===== src/rtl/psi_bitonic_pkg.sv =====
// Shared constants and helpers for the bitonic PSI tree.
// EMPTY marks an unused slot in a set; real elements are nonzero.
package psi_pkg;

  localparam int unsigned EMPTY = 0;

  // Ceiling log2, used to size merge stages and tree levels.
  function automatic int log2(input int v);
    int r;
    r = 0;
    while ((1 << r) < v) r++;
    return r;
  endfunction

  // Depth of node k in a heap-indexed binary tree (root is node 0).
  function automatic int node_depth(input int k);
    return log2(k + 2) - 1;
  endfunction

endpackage


===== src/rtl/psi_bitonic_if.sv =====
// Job input / result output bundle of the PSI core.
interface psi_bitonic_if #(
  parameter int W = 4,
  parameter int K = 4,
  parameter int N = 8
);
  logic               in_valid;
  logic [W*K*N-1:0]   p_input;
  logic               out_valid;
  logic [W*K-1:0]     o;

  modport master (output in_valid, p_input, input out_valid, o);
  modport slave  (input in_valid, p_input, output out_valid, o);
endinterface


===== src/rtl/psi_merge_dup.sv =====
// Combinational bitonic merge of two sorted K-sets followed by
// compaction of duplicated (common) nonzero values into a K-set.
module psi_merge_dup
  import psi_pkg::*;
#(
  parameter int W = 4,
  parameter int K = 4
) (
  input  logic [W*K-1:0] a,
  input  logic [W*K-1:0] b,
  output logic [W*K-1:0] y
);

  localparam int STAGES = log2(2 * K);

  always_comb begin
    logic [W-1:0] x [2*K];
    logic [W-1:0] t;
    int d;
    int lo;
    int hi;
    int pos;

    t   = '0;
    d   = 0;
    lo  = 0;
    hi  = 0;
    pos = K - 1;
    y   = '0;

    // A ascending followed by B reversed forms one bitonic sequence.
    for (int i = 0; i < K; i++) begin
      x[i]     = a[(K-i)*W-1 -: W];
      x[K + i] = b[(i+1)*W-1 -: W];
    end

    for (int s = 0; s < STAGES; s++) begin
      d = K >> s;
      for (int i = 0; i < K; i++) begin
        lo = ((i / d) * 2 * d) + (i % d);
        hi = lo + d;
        if (x[lo] > x[hi]) begin
          t     = x[lo];
          x[lo] = x[hi];
          x[hi] = t;
        end
      end
    end

    // Scan from the top so the largest match lands in element K-1.
    for (int i = 2*K - 2; i >= 0; i--) begin
      if ((x[i] == x[i+1]) && (x[i] != W'(EMPTY)) && (pos >= 0)) begin
        y[(K-pos)*W-1 -: W] = x[i];
        pos = pos - 1;
      end
    end
  end

endmodule


===== src/rtl/psi_bitonic.sv =====
// N-party set intersection: heap-indexed tree of registered merge
// nodes. Leaves N-1..2N-2 hold party inputs, node 0 is the final level.
module psi_bitonic
  import psi_pkg::*;
#(
  parameter int W = 4,
  parameter int K = 4,
  parameter int N = 8
) (
  input  logic           clk,
  input  logic           rst,
  psi_bitonic_if.slave   bus
);

  localparam int LEVELS = log2(N);
  localparam int SW     = W * K;
  localparam int NODES  = 2 * N - 1;

  // valid_reg[d] qualifies the data registered at tree depth d.
  logic [LEVELS:0] valid_reg;
  logic [SW-1:0]   node_reg [NODES];
  logic [SW-1:0]   merged   [N-1];
  logic [SW-1:0]   party    [N];
  logic [N-2:0]    load;

  genvar gi;
  generate
    for (gi = 0; gi < N; gi++) begin : g_party
      assign party[gi] = bus.p_input[(gi+1)*SW-1 -: SW];
    end

    for (gi = 0; gi < N - 1; gi++) begin : g_node
      psi_merge_dup #(.W(W), .K(K)) u_merge (
        .a (node_reg[2*gi + 1]),
        .b (node_reg[2*gi + 2]),
        .y (merged[gi])
      );
      assign load[gi] = valid_reg[node_depth(gi) + 1];
    end
  endgenerate

  always_ff @(posedge clk or posedge rst) begin
    if (rst) begin
      valid_reg <= '0;
      for (int k = 0; k < NODES; k++) node_reg[k] <= '0;
    end else begin
      valid_reg <= {bus.in_valid, valid_reg[LEVELS:1]};
      for (int i = 0; i < N; i++) begin
        if (bus.in_valid) node_reg[N - 1 + i] <= party[i];
      end
      for (int k = 0; k < N - 1; k++) begin
        if (load[k]) node_reg[k] <= merged[k];
      end
    end
  end

  always_ff @(posedge clk or posedge rst) begin
    if (rst) begin
      bus.out_valid <= 1'b0;
      bus.o         <= '0;
    end else begin
      bus.out_valid <= valid_reg[0];
      if (valid_reg[0]) bus.o <= node_reg[0];
    end
  end

endmodule


===== src/flat_wrapper.sv =====
// flat-port wrapper written by rule: the top's interface ports become plain ports
module psi_bitonic_flat import psi_pkg::*;
#(
  parameter int W = 4,
  parameter int K = 4,
  parameter int N = 8
)
  (clk, rst, bus_in_valid, bus_p_input, bus_out_valid, bus_o);
  psi_bitonic_if #(.W(W), .K(K), .N(N)) bus_i ();
  input  logic clk;
  input  logic rst;
  input wire logic [$bits(bus_i.in_valid)-1:0] bus_in_valid;
  input wire logic [$bits(bus_i.p_input)-1:0] bus_p_input;
  output wire logic [$bits(bus_i.out_valid)-1:0] bus_out_valid;
  output wire logic [$bits(bus_i.o)-1:0] bus_o;
  assign bus_i.in_valid = bus_in_valid;
  assign bus_i.p_input = bus_p_input;
  assign bus_out_valid = bus_i.out_valid;
  assign bus_o = bus_i.o;
  psi_bitonic #(.W(W), .K(K), .N(N)) u_core (.clk(clk), .rst(rst), .bus(bus_i));
endmodule

===== config.mk =====
export PLATFORM = sky130hd
export DESIGN_NAME = psi_bitonic_flat
export DESIGN_NICKNAME = d
export VERILOG_FILES = /design/src/rtl/psi_bitonic_pkg.sv /design/src/rtl/psi_bitonic_if.sv /design/src/rtl/psi_merge_dup.sv /design/src/rtl/psi_bitonic.sv /design/src/flat_wrapper.sv
export SDC_FILE = /design/constraint.sdc
export NUM_CORES = 2
export LEC_CHECK = 0
export ABC_CLOCK_PERIOD_IN_PS = 18200
export BUFFER_PORTS_ARGS = -buffer_cell sky130_fd_sc_hd__buf_2
export CAP_MARGIN = 40
export CORE_ASPECT_RATIO = 1.1
export CORE_UTILIZATION = 30
export CTS_CLUSTER_DIAMETER = 50
export DETAILED_ROUTE_END_ITERATION = 16
export GPL_TIMING_DRIVEN = 0
export PLACE_DENSITY = 0.54
export SLEW_MARGIN = 20
export SYNTH_ARGS = -nofsm -noshare
export SYNTH_HDL_FRONTEND = slang
export SYNTH_HIERARCHICAL = 1
export SYNTH_SLANG_ARGS = --single-unit

===== constraint.sdc =====
create_clock -name clk -period 18.2 [get_ports clk]
set_clock_uncertainty 0.2 [all_clocks]
set_input_delay 3.64 -clock clk [delete_from_list [all_inputs] [get_ports clk]]
set_output_delay 3.64 -clock clk [all_outputs]
set_load 0.02 [all_outputs]

## Yosys cells after proc, flatten, opt, wreduce, memory -nomap -nowiden

Cells that the tools add are included.

| word-level totals | value |
|---|---|
| logic and storage cells | 851 |
| flip-flop bits (word level) | 261 |
| input port bits | 131 |

| cells by class | value |
|---|---|
| add/subtract/negate cells | 161 |
| shift operators | 84 |
| mux-type cells | 273 |
| reduce and logical (&&, ||, !) cells | 140 |
| $lt $le $gt $ge | 126 |
| equality and inequality tests | 49 |

Operator list:

| cell | number |
|---|---|
| $sub 32x2->32 const B | 77 |
| $neg 32->33 | 42 |
| $shift 4x33->19 const A | 42 |
| $shiftx 4x33->19 | 42 |
| $ge 32x1->1 const B | 42 |
| $sub 4x30->30 const A | 42 |
| $mux 32 | 35 |
| $bwmux 16 | 42 |
| $mux 16 | 42 |
| $mux 4 | 119 |
| $gt 4x4->1 | 84 |
| $mux 8 | 28 |
| $eq 4x4->1 | 49 |
| $reduce_bool 4->1 | 49 |
| $logic_and 1x1->1 | 91 |
| $mux 1 | 7 |

## Longest topological paths before layout

| depth | value |
|---|---|
| word-level depth | 30 |
| mapped depth | 59 |
| mapped depth without buffers | 55 |

## By module

Netlist, hierarchy kept.

Modules (own cells, without submodules):

| module | seq. area each (um^2) | area each (um^2) | cells each | instances |
|---|---|---|---|---|
| psi_merge_dup (u_core.g_node[0].u_merge ...) | 0.0 | 5793.1 | 811 | 5 |
| psi_bitonic | 6531.3 | 9738.1 | 547 | 1 |
| psi_merge_dup (u_core.g_node[5].u_merge) | 0.0 | 6346.1 | 856 | 1 |
| psi_merge_dup (u_core.g_node[6].u_merge) | 0.0 | 5839.4 | 812 | 1 |

## Worst setup path after synthesis

Ideal clock, no wire load.

| timing path | value |
|---|---|
| path kind | register to register |
| from | register u_core/node_reg[33] (netlist name) |
| to | register u_core/node_reg[156] (netlist name) |
| path buffers | 7 |
| arrival time | 11.760 ns |
| cell stages (with the launch flop) | 55 |
| library setup time | 0.125 ns |
| setup slack | 6.115 ns |
| required time | 17.875 ns |
| period minus slack after synthesis | 12.085 ns |
| path through | dfrtp_1 inv_1 ha_1 nor2b_1 o211ai_1 a21oi_2 nor2_1 a21oi_1 inv_1 ha_1 nand2_1 a2111oi_1 o32ai_2 o311ai_4 buf_2 mux2i_1 inv_1 ha_1 (+19 left out) buf_2 a21oi_4 ha_1 clkbuf_1 inv_1 o21ai_0 nor2_1 clkbuf_1 nand2_1 o31a_1 o21ai_0 a221oi_4 nor3b_1 or4_1 a2111oi_4 nand4b_2 mux2i_1 mux2_2 |

RTL lines:

| item | RTL line | text |
|---|---|---|
| start, declared | psi_bitonic.sv:21 | `logic [SW-1:0] node_reg [NODES];` |
| start signal, assigned by index | psi_bitonic.sv:49 | `if (bus.in_valid) node_reg[N - 1 + i] <= party[i];` |
| start signal, assigned by index | psi_bitonic.sv:52 | `if (load[k]) node_reg[k] <= merged[k];` |

==> results.json <==
{
  "layout_commonest_cell": "mux2i_1",
  "clk_latency_ps": 620,
  "critPathKind": "flip-flop to flip-flop",
  "yosys_warnings": 6,
  "synth.avg_cell_area_um2": 8.116,
  "post_cts_buffers": 0,
  "area_growth_syn_to_layout_pct": 10.05,
  "cts_tree": "built",
  "clock-sinks": 261,
  "crit_family": "compound AO/OA/AOI/OAI gates",
  "critPathBufInv": 15,
  "cts-root-buf": "clkbuf_16",
  "first_pass_iters": 6,
  "maxCapViolCount": 0,
  "antenna_found_initial": 1,
  "finalSetupViolations": 0,
  "finalCoreUtilization_pct": 33.25,
  "ioPinCount": 148,
  "maxSlewViolCount": 0,
  "grt_max_degree": 101,
  "status": "completed",
  "avgViaCountPerCell": 5.524,
  "synth-edff-count": 0,
  "start_util_pct": 30.21,
  "clkTransAtPathRegs_ps": 60,
  "syn_area_um2": 50890,
  "gp_congestion": 0.9193,
  "netlist_instances": 6270,
  "ys.flop_type": "dfrtp_1",
  "die_area_um2": 171300,
  "hpwlAfterDp_um": 127700,
  "cts_buffers": 39,
  "insertedDiodeCount": 0,
  "ctsHoldBuffers": 0,
  "synth.distinct_cells": 148,
  "crit_arrival_ps": 14880,
  "hold_ws_ps": 178.7,
  "grt_first_pass_wirelength_um": 249400,
  "wl_per_cell_um": 17.67,
  "synth_top_area_share_pct": 12.83,
  "row_count": 158,
  "place_inst": 8673,
  "drtIter0Drc": 2989,
  "final_hold_viol_count": 0,
  "netlist.top_cell.by_area": "dfrtp_1",
  "synth_seq_area_share_pct": 12.83,
  "layout_worst_path_cycle_share_pct": 80.17,
  "post-route-min-period_ps": 14590,
  "critPathLaunchType": "flip-flop",
  "hold_class": "flip-flop to flip-flop",
  "route.vias.total": 48344,
  "overflow": 0,
  "die_h_um": 434.0,
  "ant_nets": 0,
  "rsz0062_at_grt": "no",
  "design.core.area_um2": 168400,
  "clock_path_buffers": 3,
  "syn_nets": 6849,
  "largest_reg_flops": 240,
  "dieWidth_um": 394.7,
  "max_slew_margin_pct": 38.03,
  "drc": 0,
  "htreeDepth": 2,
  "max_slew.worst_pin.slew_ps": 927.3,
  "port_buffers": 147,
  "cts-resized-gates": 0,
  "synth-async-reset-ratio_pct": 100.0,
  "max_clock_freq_mhz": 68.54,
  "worstPathMaxFanout": 12,
  "critical_path.slowest_cell": "a2111oi_4",
  "end_kind": "flip-flop",
  "wirelength_um": 154700,
  "tns_ps": 0,
  "fin_nets": 7061,
  "ys_seq_elements": 261,
  "max_stage_delay_ps": 610,
  "drive_gt1_share_pct": 16.93,
  "grt.total_usage_pct": 17.42,
  "worst_ep_required_time_ps": 18490,
  "stdcell_count": 8751,
  "grt_pass1_vias": 46648,
  "mostFrequentLayoutCells": "566 x mux2i_1, 483 x inv_1, 463 x nor2_1",
  "synth_area_leaders": "dfrtp_1 13%, mux2i_1 11%, ha_1 11%, mux2_2 7.3%, a21oi_1 3.9%"
}
## through the flow
stage	worst slack (ps)	cell area, um2
3_3_place_gp	3265	54430
3_5_place_dp	3676	54560
2_1_floorplan	6115	50890
4_1_cts	3651	55950
5_1_grt	2490	56000
6_report	3610	56000
## logic make-up (layout without fill, tap and decap cells)
logic type      Yosys count  after routing  synth area share [%]
simple gates           2031           2031                 22.04
compound gates         1661           1661                 24.13
mux                     936            936                 19.57
buf+inv                 721            962                 6.186
fa+ha+maj               455            455                 11.27
flops                   261            261                 12.83
xor+xnor                205            205                 3.978
## cells in the mapped netlist, types with 25 or more instances
cell type / number
mux2i_1: 566
inv_1: 484
nor2_1: 463
ha_1: 441
nand2_1: 409
a21oi_1: 399
mux2_2: 332
dfrtp_1: 261
o21ai_0: 244
nor3_1: 174
nand3_1: 162
xnor2_1: 131
nand4_1: 118
clkbuf_1: 111
nor2b_1: 89
nand2b_1: 77
o21a_1: 74
a31oi_1: 73
and2_1: 67
o211ai_1: 67
and3_1: 62
nor4_1: 62
o31ai_1: 62
o22ai_1: 58
a21o_1: 55
xor2_1: 54
buf_2: 48
and4_1: 43
nor3b_1: 42
o221ai_1: 40
o21ai_1: 39
or3_1: 38
or2_2: 34
buf_6: 33
a211oi_1: 25
a31o_2: 25
## worst paths after layout
kind | depth (start not counted) | endpoint | slack (ps) | start
worst max-delay path | 58 | u_core/node_reg[159] | 3610 | u_core/node_reg[33]
worst min-delay path | 0 | u_core/valid_reg[0] | 180 | u_core/valid_reg[1]
worst max register to register | 58 | u_core/node_reg[159] | 3610 | u_core/node_reg[33]
worst min register to register | 0 | u_core/valid_reg[0] | 180 | u_core/valid_reg[1]
max in group asynchronous | 3 | u_core/node_reg[120] | 13920 | rst
min in group asynchronous | 2 | u_core/node_reg[201] | 2900 | rst
## metal layers
| metal | vias up | track usage (%) | wire, um | share of wire [%] |
|---|---|---|---|---|
| met5 | - | 0 | 13 | 0.0084 |
| met4 | 2 | 4.854 | 3961 | 2.6 |
| met3 | 201 | 1.237 | 4753 | 3.1 |
| met2 | 1033 | 31.50 | 76220 | 49 |
| met1 | 23146 | 22.05 | 69710 | 45 |
| li1 | 23962 | - | - | - |
## final cells by class
type / instances / area [um2]
Clock buffer: 46 / 1054
Fill cell: 17959 / 112400
Clock inverter: 24 / 337.8
Timing Repair Buffer: 171 / 910.9
Multi-Input combinational cell: 5288 / 41210
Buffer: 226 / 1290
Tap cell: 2240 / 2803
Sequential cell: 261 / 6531
Inverter: 495 / 1866
Power is left out: the tool's default activity adds up to more than one toggle a clock period on the data nets, which glitch-free logic cannot reach.
